<file path="src/rtl/pipelined_cla_adder.sv">
// pipelined_cla_adder
//   Add/subtract unit built from 4-bit carry-lookahead groups that are spread
//   across STAGES register stages. The carry, the operands that have not yet
//   been used and the partial sum travel together down the pipe, so every
//   bit of a result leaves in the same cycle. Valid/ready handshake on both
//   sides; the whole pipe freezes while the output is stalled.
//
// Parameters
//   WIDTH      operand width, multiple of 4 (4..64)
//   STAGES     register stages, >= 1, must divide WIDTH/4
// Ports
//   clk        clock, rising edge
//   rst        synchronous active-high reset
//   in_valid   operands valid          in_ready   operands accepted this cycle
//   a, b       operands                cin        carry in (ADC/SBB only)
//   op         00 ADD, 01 SUB, 10 ADC, 11 SBB
//   out_valid  result valid            out_ready  downstream accepts result
//   sum        result                  cout       carry out of the MSB
//   ovf        signed overflow         zero       sum == 0
//   neg        sum MSB                 pg, gg     whole-word propagate/generate
module pipelined_cla_adder #(
  parameter int WIDTH  = 16,
  parameter int STAGES = 2
) (
  input  logic             clk,
  input  logic             rst,
  input  logic             in_valid,
  output logic             in_ready,
  input  logic [WIDTH-1:0] a,
  input  logic [WIDTH-1:0] b,
  input  logic             cin,
  input  logic [1:0]       op,
  output logic             out_valid,
  input  logic             out_ready,
  output logic [WIDTH-1:0] sum,
  output logic             cout,
  output logic             ovf,
  output logic             zero,
  output logic             neg,
  output logic             pg,
  output logic             gg
);

  localparam int unsigned NS  = STAGES;
  localparam int unsigned NG  = WIDTH / 4;
  localparam int unsigned GPS = NG / NS;

  // Per-stage pipeline registers; index NS-1 is the output register.
  logic [WIDTH-1:0] r_a   [NS];
  logic [WIDTH-1:0] r_b   [NS];
  logic [WIDTH-1:0] r_sum [NS];
  logic             r_c   [NS];
  logic             r_pg  [NS];
  logic             r_gg  [NS];
  logic             r_v   [NS];
  logic             r_ovf;
  logic             r_zero;
  logic             r_neg;

  // Next-state values for each stage register.
  logic [WIDTH-1:0] w_na   [NS];
  logic [WIDTH-1:0] w_nb   [NS];
  logic [WIDTH-1:0] w_nsum [NS];
  logic             w_nc   [NS];
  logic             w_npg  [NS];
  logic             w_ngg  [NS];
  logic             w_nv   [NS];
  logic             w_ovf;
  logic             w_zero;
  logic             w_neg;

  logic [WIDTH-1:0] w_b_eff;
  logic             w_c_eff;
  logic             w_stall;

  // Working values of the stage currently being evaluated.
  logic [WIDTH-1:0] w_la;
  logic [WIDTH-1:0] w_lb;
  logic [WIDTH-1:0] w_ls;
  logic             w_lc;
  logic             w_lpg;
  logic             w_lgg;
  logic             w_lv;
  logic [3:0]       w_p;
  logic [3:0]       w_g;
  logic [3:0]       w_gc;
  logic             w_gp;
  logic             w_ggrp;

  assign w_stall  = r_v[NS-1] & ~out_ready;
  assign in_ready = ~w_stall;

  always_comb begin
    w_b_eff = op[0] ? ~b : b;
    unique case (op)
      2'b00:   w_c_eff = 1'b0;
      2'b01:   w_c_eff = 1'b1;
      default: w_c_eff = cin;
    endcase

    w_la   = '0;
    w_lb   = '0;
    w_ls   = '0;
    w_lc   = 1'b0;
    w_lpg  = 1'b0;
    w_lgg  = 1'b0;
    w_lv   = 1'b0;
    w_p    = '0;
    w_g    = '0;
    w_gc   = '0;
    w_gp   = 1'b0;
    w_ggrp = 1'b0;

    for (int unsigned s = 0; s < NS; s++) begin
      int unsigned prv;
      prv = (s == 0) ? 0 : s - 1;
      if (s == 0) begin
        w_la  = a;
        w_lb  = w_b_eff;
        w_ls  = '0;
        w_lc  = w_c_eff;
        w_lpg = 1'b1;
        w_lgg = 1'b0;
        w_lv  = in_valid;
      end else begin
        w_la  = r_a[prv];
        w_lb  = r_b[prv];
        w_ls  = r_sum[prv];
        w_lc  = r_c[prv];
        w_lpg = r_pg[prv];
        w_lgg = r_gg[prv];
        w_lv  = r_v[prv];
      end

      // Groups owned by this stage; the carry ripples group to group.
      for (int unsigned g = s * GPS; g < (s + 1) * GPS; g++) begin
        w_p     = w_la[4*g +: 4] ^ w_lb[4*g +: 4];
        w_g     = w_la[4*g +: 4] & w_lb[4*g +: 4];
        w_gc[0] = w_lc;
        w_gc[1] = w_g[0] | (w_p[0] & w_lc);
        w_gc[2] = w_g[1] | (w_p[1] & w_g[0]) | (w_p[1] & w_p[0] & w_lc);
        w_gc[3] = w_g[2] | (w_p[2] & w_g[1]) | (w_p[2] & w_p[1] & w_g[0])
                | (w_p[2] & w_p[1] & w_p[0] & w_lc);
        w_ls[4*g +: 4] = w_p ^ w_gc;
        w_gp    = &w_p;
        w_ggrp  = w_g[3] | (w_p[3] & w_g[2]) | (w_p[3] & w_p[2] & w_g[1])
                | (w_p[3] & w_p[2] & w_p[1] & w_g[0]);
        w_lc    = w_ggrp | (w_gp & w_lc);
        // Word-level PG/GG accumulate upward with no carry-in term.
        w_lpg   = w_lpg & w_gp;
        w_lgg   = w_ggrp | (w_gp & w_lgg);
      end

      w_na[s]   = w_la;
      w_nb[s]   = w_lb;
      w_nsum[s] = w_ls;
      w_nc[s]   = w_lc;
      w_npg[s]  = w_lpg;
      w_ngg[s]  = w_lgg;
      w_nv[s]   = w_lv;
    end

    w_zero = (w_nsum[NS-1] == '0);
    w_neg  = w_nsum[NS-1][WIDTH-1];
    w_ovf  = (w_na[NS-1][WIDTH-1] == w_nb[NS-1][WIDTH-1])
           & (w_nsum[NS-1][WIDTH-1] != w_na[NS-1][WIDTH-1]);
  end

  // Data registers load only behind a valid slot, so bubbles leave the
  // output holding its last result (or zeros after reset).
  always_ff @(posedge clk) begin
    if (rst) begin
      for (int unsigned s = 0; s < NS; s++) begin
        r_v[s]   <= 1'b0;
        r_a[s]   <= '0;
        r_b[s]   <= '0;
        r_sum[s] <= '0;
        r_c[s]   <= 1'b0;
        r_pg[s]  <= 1'b0;
        r_gg[s]  <= 1'b0;
      end
      r_ovf  <= 1'b0;
      r_zero <= 1'b0;
      r_neg  <= 1'b0;
    end else if (!w_stall) begin
      for (int unsigned s = 0; s < NS; s++) begin
        r_v[s] <= w_nv[s];
        if (w_nv[s]) begin
          r_a[s]   <= w_na[s];
          r_b[s]   <= w_nb[s];
          r_sum[s] <= w_nsum[s];
          r_c[s]   <= w_nc[s];
          r_pg[s]  <= w_npg[s];
          r_gg[s]  <= w_ngg[s];
        end
      end
      if (w_nv[NS-1]) begin
        r_ovf  <= w_ovf;
        r_zero <= w_zero;
        r_neg  <= w_neg;
      end
    end
  end

  assign out_valid = r_v[NS-1];
  assign sum       = r_sum[NS-1];
  assign cout      = r_c[NS-1];
  assign pg        = r_pg[NS-1];
  assign gg        = r_gg[NS-1];
  assign ovf       = r_ovf;
  assign zero      = r_zero;
  assign neg       = r_neg;

endmodule
</file>
<file path="config.mk">
export PLATFORM = sky130hd
export DESIGN_NAME = pipelined_cla_adder
export DESIGN_NICKNAME = d
export VERILOG_FILES = /design/src/rtl/pipelined_cla_adder.sv
export SDC_FILE = /design/constraint.sdc
export NUM_CORES = 1
export LEC_CHECK = 0
export ABC_AREA = 1
export CAP_MARGIN = 10
export CORE_MARGIN = 8
export CORE_UTILIZATION = 45
export DETAILED_ROUTE_END_ITERATION = 10
export PLACE_DENSITY = 0.76
export SETUP_SLACK_MARGIN = 0.5
export SLEW_MARGIN = 20
export SYNTH_ARGS = -nofsm -noshare
export SYNTH_HDL_FRONTEND = slang
export SYNTH_SLANG_ARGS = --single-unit
</file>
<file path="constraint.sdc">
create_clock -name clk -period 7.8 [get_ports clk]
set_input_delay 1.95 -clock clk [delete_from_list [all_inputs] [get_ports clk]]
set_output_delay 1.95 -clock clk [all_outputs]
set_load 0.005 [all_outputs]
</file>
==> flow_metrics.env <==
export IMPL_ys_warnings_count=0
export IMPL_p_total_w=0.0006978
export IMPL_fp_dieH_um=98.03
export IMPL_clockBufferDepth=2
export IMPL_grt_max_degree=45
export IMPL_drt_initial_drc_count=51
export IMPL_io_pins=63
export IMPL_cts_hold_buf=0
export IMPL_dp_hpwl_um=4170
export IMPL_hold_class="flop to flop"
export IMPL_syn_inst=305
export IMPL_dieArea_sq_um=9610
export IMPL_slew_violations=0
export IMPL_h_tree_depth=2
export IMPL_multi_input_area_sq_um=1180
export IMPL_ff_latch_area_sq_um=1501
export IMPL_avgSynthCellArea_sq_um=9.928
export IMPL_synthesis_nets=364
export IMPL_fin_nets=413
export IMPL_critical_path_arrival_ns=3.08
export IMPL_coreArea_sq_um=6644
export IMPL_final_cells=435
export IMPL_cts_made_buffers=5
export IMPL_grt_pass1_vias=2078
export IMPL_finalHoldViolCount=0
export IMPL_placed_cells=427
export IMPL_ys_ff_latch=51
export IMPL_cp_common_cell="clkdlybuf4s50_1"
export IMPL_rsz0062_at_grt="false"
export IMPL_cts_sinks=51
export IMPL_worst_pin_slew_ns=0.9035
export IMPL_antenna_found_initial=0
export IMPL_yosysTopAreaCell="edfxtp_1"
export IMPL_cts_resized=0
export IMPL_slowest_delay_ns=0.52
export IMPL_synthesis_area_sq_um=3028
export IMPL_tns_ns=0
export IMPL_synth_distinct_cells=29
export IMPL_worst_setup_path_type="input port to output pin"
export IMPL_gr_total_overflow=0
export IMPL_crit_family="buffers and inverters"
export IMPL_yosys_top_cells_area="edfxtp_1 48%, ha_1 6.6%, nor2_1 5.8%, inv_1 5.2%, nand2_1 4.3%"
export IMPL_cts_root_buf="clkbuf_8"
export IMPL_power_density_nw_per_um2=188.9
export IMPL_ys_seq_area_share_pct=49.59
export IMPL_drtAntennaViolNets=0
export IMPL_clock_latency_ns=0.30
export IMPL_die_x_um=98.03
export IMPL_layout_drive_gt1_share_pct=9.859
export IMPL_max_cap_violations=0
export IMPL_setup_violations_final=0
export IMPL_yosysTopAreaCellShare_pct=47.60
export IMPL_remaining_drc_errors=0
export IMPL_max_slew_margin_pct=39.58
export IMPL_drt_total_wl_um=5149
export IMPL_path_clk_slew_ns=0.08
export IMPL_period_share_pct=64.44
export IMPL_slowest_stage="clkdlybuf4s50_1"
export IMPL_io_buffers=62
export IMPL_avgRoutedWirePerCell_um=11.84
export IMPL_finalCriticalPeriod_ns=5.026
export IMPL_cp_required_ns=5.85
export IMPL_finalClockSkew_ns=0.005329
export IMPL_path_buf_inv=3
export IMPL_grt_pass1_wl_um=9183
export IMPL_track_usage_pct=11.41
export IMPL_cts_tree="yes"
export IMPL_globalplace_congestion=0.8519
export IMPL_max_freq_ghz=0.1989
export IMPL_first_pass_iters=4
export IMPL_rows=30
export IMPL_fillers=575
export IMPL_cp_end_kind="output pin"
export IMPL_cts_setup_buffers=0
export IMPL_area_growth_pct=21.98
export IMPL_p_leak_nw=1.579
export IMPL_vdd_drop_max_uv=69.95
export IMPL_cp_max_fo=3
export IMPL_initial_core_util_pct=45.57
export IMPL_start_kind="input port"
export IMPL_avgViaCountPerCell=4.607
export IMPL_vias=2004
export IMPL_cp_cell_sequence="clkdlybuf4s50_1, inv_1, nand2_1, clkdlybuf4s50_1"
export IMPL_diodes=0
export IMPL_status="finished, final reports clean"
## cells in the final DEF, fill, tap and decap left out, types with 2 or more instances in the layout
| cell | netlist | layout |
|---|---|---|
| o21ai_0 | 4 | 3 |
| o21bai_1 | 2 | 2 |
| fa_1 | 4 | 4 |
| edfxtp_1 | 48 | 48 |
| nor2_4 | 3 | 3 |
| nor2_2 | 3 | 3 |
| nand3_2 | 4 | 4 |
| xnor2_1 | 12 | 12 |
| nand2_1 | 35 | 35 |
| nor2_1 | 47 | 47 |
| dfxtp_1 | 3 | 3 |
| nand2_2 | 10 | 10 |
| a21oi_1 | 12 | 12 |
| nand3_1 | 13 | 13 |
| xor2_1 | 8 | 8 |
| inv_2 | 3 | 3 |
| nor3_1 | 3 | 3 |
| buf_4 | 16 | 2 |
| nand4_1 | 4 | 4 |
| nand3b_1 | 2 | 2 |
| clkdlybuf4s50_1 | 0 | 62 |
| ha_1 | 16 | 16 |
| clkbuf_8 | 0 | 5 |
| inv_1 | 42 | 42 |
## synth_stat cells, drive strengths merged
cell and count:
fa 4, a21oi 13, xnor2 12, nand2 45, nor3 3, ha 16
a31oi 1, dfxtp 3, inv 45, o21ai 6, nor2 53, buf 22
nand4 4, xor2 8, o21bai 2, nand3 17, edfxtp 48, nand3b 2
and3 1
## tightest hold or removal path, cell delays in order (launching register included)
cell,delay [ns]
dfxtp_1,0.32
nand3_1,0.07
nand2_1,0.05
## final timing paths
kind / startpoint / to / slack (ns) / depth (start not counted)
worst max register to register: r_b[0][11] / zero / 5.36 / 11
worst min-delay path: neg / neg / 0.48 / 2
worst min register to register: neg / neg / 0.48 / 2
worst max-delay path: out_ready / in_ready / 2.77 / 4
## stage by stage
| step | util (%) | worst slack, ns | cell area (sq um) | hold WS, ns |
|---|---|---|---|---|
| 2_1_floorplan | - | 3.187 | 3028 | 0.4635 |
| 3_3_place_gp | 53.97 | 2.804 | 3586 | 0.4627 |
| 3_5_place_dp | 53.97 | 2.772 | 3586 | 0.4638 |
| 4_1_cts | 55.59 | 2.772 | 3694 | 0.4777 |
| 5_1_grt | 55.59 | 2.713 | 3694 | 0.4960 |
| 6_report | 55.59 | 2.774 | 3694 | 0.4765 |
## report_power, final
group          internal, W  switching [W]  total [W]
Clock            0.0000939      0.0000808   0.000175
Sequential        0.000334      0.0000101   0.000344
Combinational    0.0000848      0.0000945   0.000179
Total             0.000512       0.000185   0.000698
## cell type report
cell class	instances	area share (%)
tap	80	2.710
timing repair buffer	64	17.21
clock inverter	3	1.050
clock buffer	5	1.863
sequential	51	40.65
inverter	45	4.573
multi-input combinational	187	31.94
## flip-flops by register name, summed over array words and instances, names as in the netlist, 2 cells and up
register	cells
r_c	2
r_gg	2
r_v	2
r_pg	2
r_a	8
r_sum	24
r_b	8
## cells by family after synthesis
| group | share of synthesized area [%] |
|---|---|
| AO/OA/AOI/OAI | 4.339 |
| AND/OR/NAND/NOR | 19.46 |
| XOR/XNOR | 5.785 |
| flip-flops | 49.59 |
| adder cells (fa/ha/maj) | 9.256 |
| buffers and inverters | 11.57 |
## routing by layer
metal  up-vias  part of all wire (%)  track usage, %
li1       1067                     -               -
met1       874                    45           13.28
met2        56                    47           19.70
met3         7                   6.2           3.201
met4         0                   1.4           3.717
met5         -                     0               0
(Power assumes the default switching activity.)
